<file path="config.mk">
export PLATFORM = sky130hd
export DESIGN_NAME = mem_access_unit
export DESIGN_NICKNAME = d
export VERILOG_FILES = /design/src/rtl/mem_access_unit.sv
export SDC_FILE = /design/constraint.sdc
export NUM_CORES = 1
export LEC_CHECK = 0
export BUFFER_PORTS_ARGS = -buffer_cell sky130_fd_sc_hd__buf_4
export CORE_ASPECT_RATIO = 1.25
export CORE_MARGIN = 1.5
export CORE_UTILIZATION = 48
export CTS_CLUSTER_SIZE = 16
export DETAILED_ROUTE_END_ITERATION = 6
export GPL_TIMING_DRIVEN = 0
export HOLD_SLACK_MARGIN = 0.02
export PLACE_DENSITY = 0.77
export SYNTH_ARGS = -nofsm -noshare
export SYNTH_HDL_FRONTEND = slang
export SYNTH_SLANG_ARGS = --single-unit
</file>
<file path="constraint.sdc">
create_clock -name clk -period 2.2 [get_ports clk]
set_input_delay 0.11 -clock clk [delete_from_list [all_inputs] [get_ports clk]]
set_output_delay 0.11 -clock clk [all_outputs]
set_load 0.005 [all_outputs]
</file>
<file path="src/rtl/mem_access_unit.sv">
// MIPS MEM-stage load/store unit. Each memory op becomes a req/ack bus transaction,
// with sub-word lanes, LL/SC, address errors and a bus timeout.
module mem_access_unit #(
  parameter int ADDR_W      = 32,
  parameter int TIMEOUT_CYC = 255,
  parameter bit BIG_ENDIAN  = 1'b0
) (
  input  logic              clk,
  input  logic              rst,
  input  logic              valid_i,
  input  logic [3:0]        op_i,
  input  logic [ADDR_W-1:0] addr_i,
  input  logic [31:0]       wdata_i,
  input  logic              flush_i,
  output logic              stall_o,
  output logic              done_o,
  output logic [31:0]       rdata_o,
  output logic [4:0]        exc_o,
  output logic [ADDR_W-1:0] badvaddr_o,
  output logic              bus_req_o,
  output logic              bus_we_o,
  output logic [ADDR_W-1:0] bus_addr_o,
  output logic [3:0]        bus_sel_o,
  output logic [31:0]       bus_wdata_o,
  input  logic              bus_ack_i,
  input  logic [31:0]       bus_rdata_i,
  output logic              llbit_o
);

  typedef enum logic [1:0] {S_IDLE, S_BUSY, S_DRAIN, S_DONE} state_e;

  typedef enum logic [3:0] {
    OP_NONE = 4'd0, OP_LB = 4'd1, OP_LBU = 4'd2, OP_LH = 4'd3, OP_LHU = 4'd4,
    OP_LW   = 4'd5, OP_SB = 4'd6, OP_SH  = 4'd7, OP_SW = 4'd8, OP_LL  = 4'd9,
    OP_SC   = 4'd10
  } op_e;

  state_e            r_state;
  op_e               r_op;
  logic [ADDR_W-1:0] r_addr;
  logic [15:0]       r_cnt;
  logic              r_llbit;

  logic        w_op_valid;
  logic        w_is_store;
  logic        w_is_half;
  logic        w_is_word;
  logic        w_misalign;
  logic        w_accept;
  logic        w_timeout;
  logic [1:0]  w_lane;
  logic        w_half;
  logic [3:0]  w_sel;
  logic [31:0] w_wdata;
  logic [1:0]  w_rlane;
  logic [7:0]  w_rbyte;
  logic [15:0] w_rhword;
  logic [31:0] w_load_data;

  // NOTE: every always_comb output gets a default first so no path leaves it unassigned (no latch).
  always_comb begin
    w_op_valid = 1'b1;
    w_is_store = 1'b0;
    w_is_half  = 1'b0;
    w_is_word  = 1'b0;
    case (op_i)
      OP_LB, OP_LBU: ;
      OP_LH, OP_LHU: w_is_half = 1'b1;
      OP_LW, OP_LL:  w_is_word = 1'b1;
      OP_SB:         w_is_store = 1'b1;
      OP_SH: begin
        w_is_store = 1'b1;
        w_is_half  = 1'b1;
      end
      OP_SW, OP_SC: begin
        w_is_store = 1'b1;
        w_is_word  = 1'b1;
      end
      default:       w_op_valid = 1'b0;
    endcase
  end

  assign w_misalign = (w_is_half & addr_i[0]) | (w_is_word & (|addr_i[1:0]));
  assign w_accept   = (r_state == S_IDLE) & valid_i & w_op_valid & ~flush_i;
  assign w_timeout  = (r_cnt == 16'(TIMEOUT_CYC - 1));

  // Byte/halfword lane selection flips with endianness.
  assign w_lane = addr_i[1:0] ^ {2{BIG_ENDIAN}};
  assign w_half = addr_i[1] ^ BIG_ENDIAN;

  always_comb begin
    w_sel   = 4'b1111;
    w_wdata = wdata_i;
    if (op_i == OP_SB) begin
      w_sel   = 4'b0001 << w_lane;
      w_wdata = {4{wdata_i[7:0]}};
    end else if (op_i == OP_SH) begin
      w_sel   = w_half ? 4'b1100 : 4'b0011;
      w_wdata = {2{wdata_i[15:0]}};
    end
  end

  assign w_rlane  = r_addr[1:0] ^ {2{BIG_ENDIAN}};
  assign w_rhword = (r_addr[1] ^ BIG_ENDIAN) ? bus_rdata_i[31:16] : bus_rdata_i[15:0];

  always_comb begin
    w_rbyte = bus_rdata_i[7:0];
    case (w_rlane)
      2'd1:    w_rbyte = bus_rdata_i[15:8];
      2'd2:    w_rbyte = bus_rdata_i[23:16];
      2'd3:    w_rbyte = bus_rdata_i[31:24];
      default: w_rbyte = bus_rdata_i[7:0];
    endcase
  end

  always_comb begin
    w_load_data = bus_rdata_i;
    case (r_op)
      OP_LB:               w_load_data = {{24{w_rbyte[7]}}, w_rbyte};
      OP_LBU:              w_load_data = {24'd0, w_rbyte};
      OP_LH:               w_load_data = {{16{w_rhword[15]}}, w_rhword};
      OP_LHU:              w_load_data = {16'd0, w_rhword};
      OP_SC:               w_load_data = 32'd1;
      OP_SB, OP_SH, OP_SW: w_load_data = 32'd0;
      default:             w_load_data = bus_rdata_i;
    endcase
  end

  always_ff @(posedge clk) begin
    if (rst) begin
      r_state     <= S_IDLE;
      r_op        <= OP_NONE;
      r_addr      <= '0;
      r_cnt       <= '0;
      rdata_o     <= '0;
      exc_o       <= '0;
      badvaddr_o  <= '0;
      bus_req_o   <= 1'b0;
      bus_we_o    <= 1'b0;
      bus_addr_o  <= '0;
      bus_sel_o   <= '0;
      bus_wdata_o <= '0;
    end else begin
      case (r_state)
        S_IDLE: begin
          if (w_accept) begin
            r_op   <= op_e'(op_i);
            r_addr <= addr_i;
            r_cnt  <= '0;
            if (w_misalign) begin
              exc_o      <= w_is_store ? 5'd5 : 5'd4;
              badvaddr_o <= addr_i;
              rdata_o    <= '0;
              r_state    <= S_DONE;
            end else if (op_i == OP_SC && !r_llbit) begin
              exc_o   <= '0;
              rdata_o <= '0;
              r_state <= S_DONE;
            end else begin
              bus_req_o   <= 1'b1;
              bus_we_o    <= w_is_store;
              bus_addr_o  <= {addr_i[ADDR_W-1:2], 2'b00};
              bus_sel_o   <= w_sel;
              bus_wdata_o <= w_wdata;
              r_state     <= S_BUSY;
            end
          end
        end
        S_BUSY, S_DRAIN: begin
          if (bus_ack_i || w_timeout) begin
            bus_req_o <= 1'b0;
            // A flushed transaction finishes on the bus but its result is dropped.
            if (r_state == S_BUSY && !flush_i) begin
              r_state <= S_DONE;
              if (bus_ack_i) begin
                rdata_o <= w_load_data;
                exc_o   <= '0;
              end else begin
                rdata_o    <= '0;
                exc_o      <= 5'd7;
                badvaddr_o <= r_addr;
              end
            end else begin
              r_state <= S_IDLE;
            end
          end else begin
            r_cnt <= r_cnt + 16'd1;
            if (flush_i) r_state <= S_DRAIN;
          end
        end
        S_DONE:  r_state <= S_IDLE;
        default: r_state <= S_IDLE;
      endcase
    end
  end

  always_ff @(posedge clk) begin
    if (rst || flush_i) begin
      r_llbit <= 1'b0;
    end else if (r_state == S_DONE && r_op == OP_SC) begin
      r_llbit <= 1'b0;
    end else if (r_state == S_DONE && r_op == OP_LL && exc_o == 5'd0) begin
      r_llbit <= 1'b1;
    end
  end

  assign llbit_o = r_llbit;
  assign done_o  = (r_state == S_DONE) & ~flush_i;
  assign stall_o = valid_i & w_op_valid & (r_state != S_DONE);

endmodule
</file>
==> metrics.md <==
| Metric | Value |
|---|---|
| CP Launch Type | `flop` |
| Worst r2r src | `r_cnt[0]$_SDFFE_PP0P_` |
| Cells after Synth | `1099` |
| PortBufs | `237` |
| Post-layout min period | `2.18 ns` |
| Total clock buffers created by CTS | `17` |
| Gr usage total | `30.3%` |
| Largest cells by area after synthesis | `dfxtp_1, mux2i_1, nand2_1` |
| Final instance area | `13200 um2` |
| DIE WIDTH | `127 um` |
| Final hold viol count | `0` |
| Pwr/cell area | `911 nW/um2` |
| Num ports | `247` |
| Hold depth | `3` |
| Buf/Inv on CP | `4` |
| Routability cong. | `0.912` |
| Commonest cells after routing, fill and taps aside | `buf_4, dfxtp_1, nand2_1` |
| P&R area growth vs syn | `44.3%` |
| Initial antenna violation count | `1` |
| Synth Register Bits | `190` |
| Skew-Pair Late Insertion Delay | `0.44 ns` |
| Register area | `3810 um2` |
| CP max stage delay | `0.36 ns` |
| CTS tree | `built` |
| H-tree depth | `4` |
| Vias in the first global route | `9174` |
| Die height | `158 um` |
| Final Cycle Share | `98.9%` |
| Post-synth top area cell | `dfxtp_1` |
| Row count | `56` |
| Hold Slack | `0.0317 ns` |
| DR pass1 iterations | `5` |
| Most common cell after layout, fill and taps aside | `buf_4` |
| Hold Path Class | `in -> reg` |
| Synth Area per Inst | `8.35 um2` |
| Sink Count | `190` |
| Slew @ Worst Pin | `0.856 ns` |
| DP Wirelength | `22000 um` |
| Hold Crit Start | `bus_rdata_i[12]` |
| Worst slack at placement | `-0.568 ns` |
| Clock buffer depth | `2` |
| Fill count | `1454` |
| Crit path required time | `2.54 ns` |
| Clock-pin slew on the worst setup and hold paths | `0.07 ns` |
| Detailed Route WL | `31600 um` |
| Per-cell routed wire length | `18.8 um` |
| Synth Cell Area | `9180 um2` |
| Clock Tree Root | `clkbuf_16` |
| Crit-path leading delay family | `compound AO/OA/AOI/OAI gates` |
| Vias post-DR | `9760` |
| Critical path cell sequence | `inv_4, ha_4, nor4b_4, buf_4, a41oi_4, a21oi_4, o211ai_1, buf_6, buf_12, a221oi_4` |
| Core area | `18800 um2` |
| Distinct cell type count after synthesis | `64` |
| Layout cell share with drive strength beyond 1 | `29.8%` |
| Post-DP Area | `11300 um2` |
| DR DRC count | `0` |
| Grt ovf | `0` |
| First-pass GRT wire length | `47600 um` |
| Leak | `5.18 nW` |
| Run status | `complete, no violations` |
| Crit Path Max Fanout | `7` |
| Top cell type's share of synthesized area | `41.5%` |
| Final Skew | `0.0129 ns` |
| CP Class | `reg -> reg` |
| Setup WS post-layout | `0.0243 ns` |
| Final Util | `70.5%` |
| Diodes inserted | `0` |
| EDFF count, synth | `0` |
| WHS Endpoint | `rdata_o[12]$_SDFFE_PP0P_` |
| Maxcap violations | `0` |
| Initial drt markers | `657` |
| Final setup TNS | `0 ns` |
| Synth async-reset ratio | `0%` |
| FF-to-FF End | `badvaddr_o[26]$_SDFFE_PP0P_` |
| CP max-delay cell | `dfxtp_4` |
| Antenna-violating nets left | `0` |
| Largest net degree at the start of global routing | `20` |
| Area of the multi-input gates | `5130 um2` |
| Seq/Total Area, Yosys | `41.5%` |
| Initial Util | `48.9%` |
| Data arrival, critical path | `2.51 ns` |
| FMAX | `460 MHz` |
| Die area | `20000 um2` |
| RSZ-0062 raised after global routing | `yes` |
| Final net count | `1546` |
| Critical Path Sink Type | `flop` |
| Max Slew Vio Count | `0` |
| VDD IR-drop max | `0.630 mV` |
| Setup-failing EPs final | `0` |
| Vias per cell | `5.81` |
| R2R Setup Slk | `0.02 ns` |
| Ys flop type | `dfxtp_1` |
| Reg2Reg Depth | `10` |
| Syn. warnings | `0` |
| Slew margin rel. | `42.5%` |
## tightest hold or removal path, delay by kind of cell
family / cells / cell delay, ns
muxes: 1 / 0.12
AOI/OAI and AO/OA: 1 / 0.11
buffers and inverters: 1 / 0.09
## cells in the mapped netlist (22+ instances only)
library cell,n
a211oi_1,24
a21oi_1,101
a221oi_1,33
buf_2,22
clkbuf_1,66
dfxtp_1,190
inv_1,54
mux2i_1,77
nand2_1,178
nand2b_1,39
nor2_1,43
o21ai_0,52
o221ai_1,25
or3_1,40
## per-stage QoR
step	total power [W]	std cells
after floorplan	0.00629	1102
after global placement	0.00756	1571
after detailed placement	0.00761	1571
after CTS	0.0112	1667
after global routing	0.0126	1679
final	0.0121	1679
## final cells by class
class,instances,area share [%]
plain buffers,96,4.54
clock buffers,19,3.42
clock inverters,12,1.01
inverters,54,1.55
multi-input cells,756,38.8
flip-flops and latches,190,28.8
well taps,232,2.19
repair buffers,320,19.7
## routing by layer
metal | track usage [%] | vias to the layer above | share of wire (%)
met4 | 14.9 | 2 | 4.5
met1 | 34.8 | 4628 | 39
li1 | - | 4590 | -
met5 | 0 | - | 0.032
met3 | 6.29 | 105 | 6.8
met2 | 53.6 | 435 | 50
## sequential cells by signal (all words and copies together) (netlist names), 3 cells and up
signal and cells:
bus_wdata_o 32, r_op 4, r_addr 32, rdata_o 32, badvaddr_o 32, bus_addr_o 30
exc_o 3, r_cnt 16, bus_sel_o 4
## report_power, final
part / switching, W / internal, W / total [W]
Combinational: 0.00263 / 0.00229 / 0.00492
Clock: 0.00139 / 0.00174 / 0.00313
Sequential: 0.000217 / 0.00381 / 0.00402
## worst max path at each step
stage	from	endpoint	slack, ns	cells past startpoint
after floorplan	r_state[0]$_SDFFE_PP0P_	rdata_o[19]$_SDFFE_PP0P_	0.07	9
after global placement	r_cnt[1]$_SDFFE_PP0P_	badvaddr_o[6]$_SDFFE_PP0P_	-0.50	7
after detailed placement	r_cnt[1]$_SDFFE_PP0P_	badvaddr_o[7]$_SDFFE_PP0P_	-0.57	7
after CTS	r_cnt[0]$_SDFFE_PP0P_	badvaddr_o[29]$_SDFFE_PP0P_	-0.03	10
after global routing	r_cnt[0]$_SDFFE_PP0P_	badvaddr_o[26]$_SDFFE_PP0P_	-0.06	10
final	r_cnt[0]$_SDFFE_PP0P_	badvaddr_o[26]$_SDFFE_PP0P_	0.02	10
## cells by family (layout without fill, tap and decap cells)
| kind of cell | after synthesis | in the layout | synth area share [%] |
|---|---|---|---|
| fa+ha+maj | 6 | 6 | 0.818 |
| compound gates | 308 | 308 | 23.0 |
| other cells | 1 | 4 | 0.0409 |
| buf+inv | 156 | 501 | 7.09 |
| mux | 81 | 81 | 9.01 |
| simple gates | 354 | 354 | 18.3 |
| flops | 190 | 190 | 41.5 |
| xor+xnor | 3 | 3 | 0.286 |
## timing repair
action	4_1_cts	5_1_grt
pin swaps	6	23
cloned	2	4
hold buffers	52	1
setup buffers	14	10
resized for setup	75	87
setup endpoints to repair	182	128
endpoints found under the hold margin	83	1
Note: power is estimated with default switching activity, not from simulation.
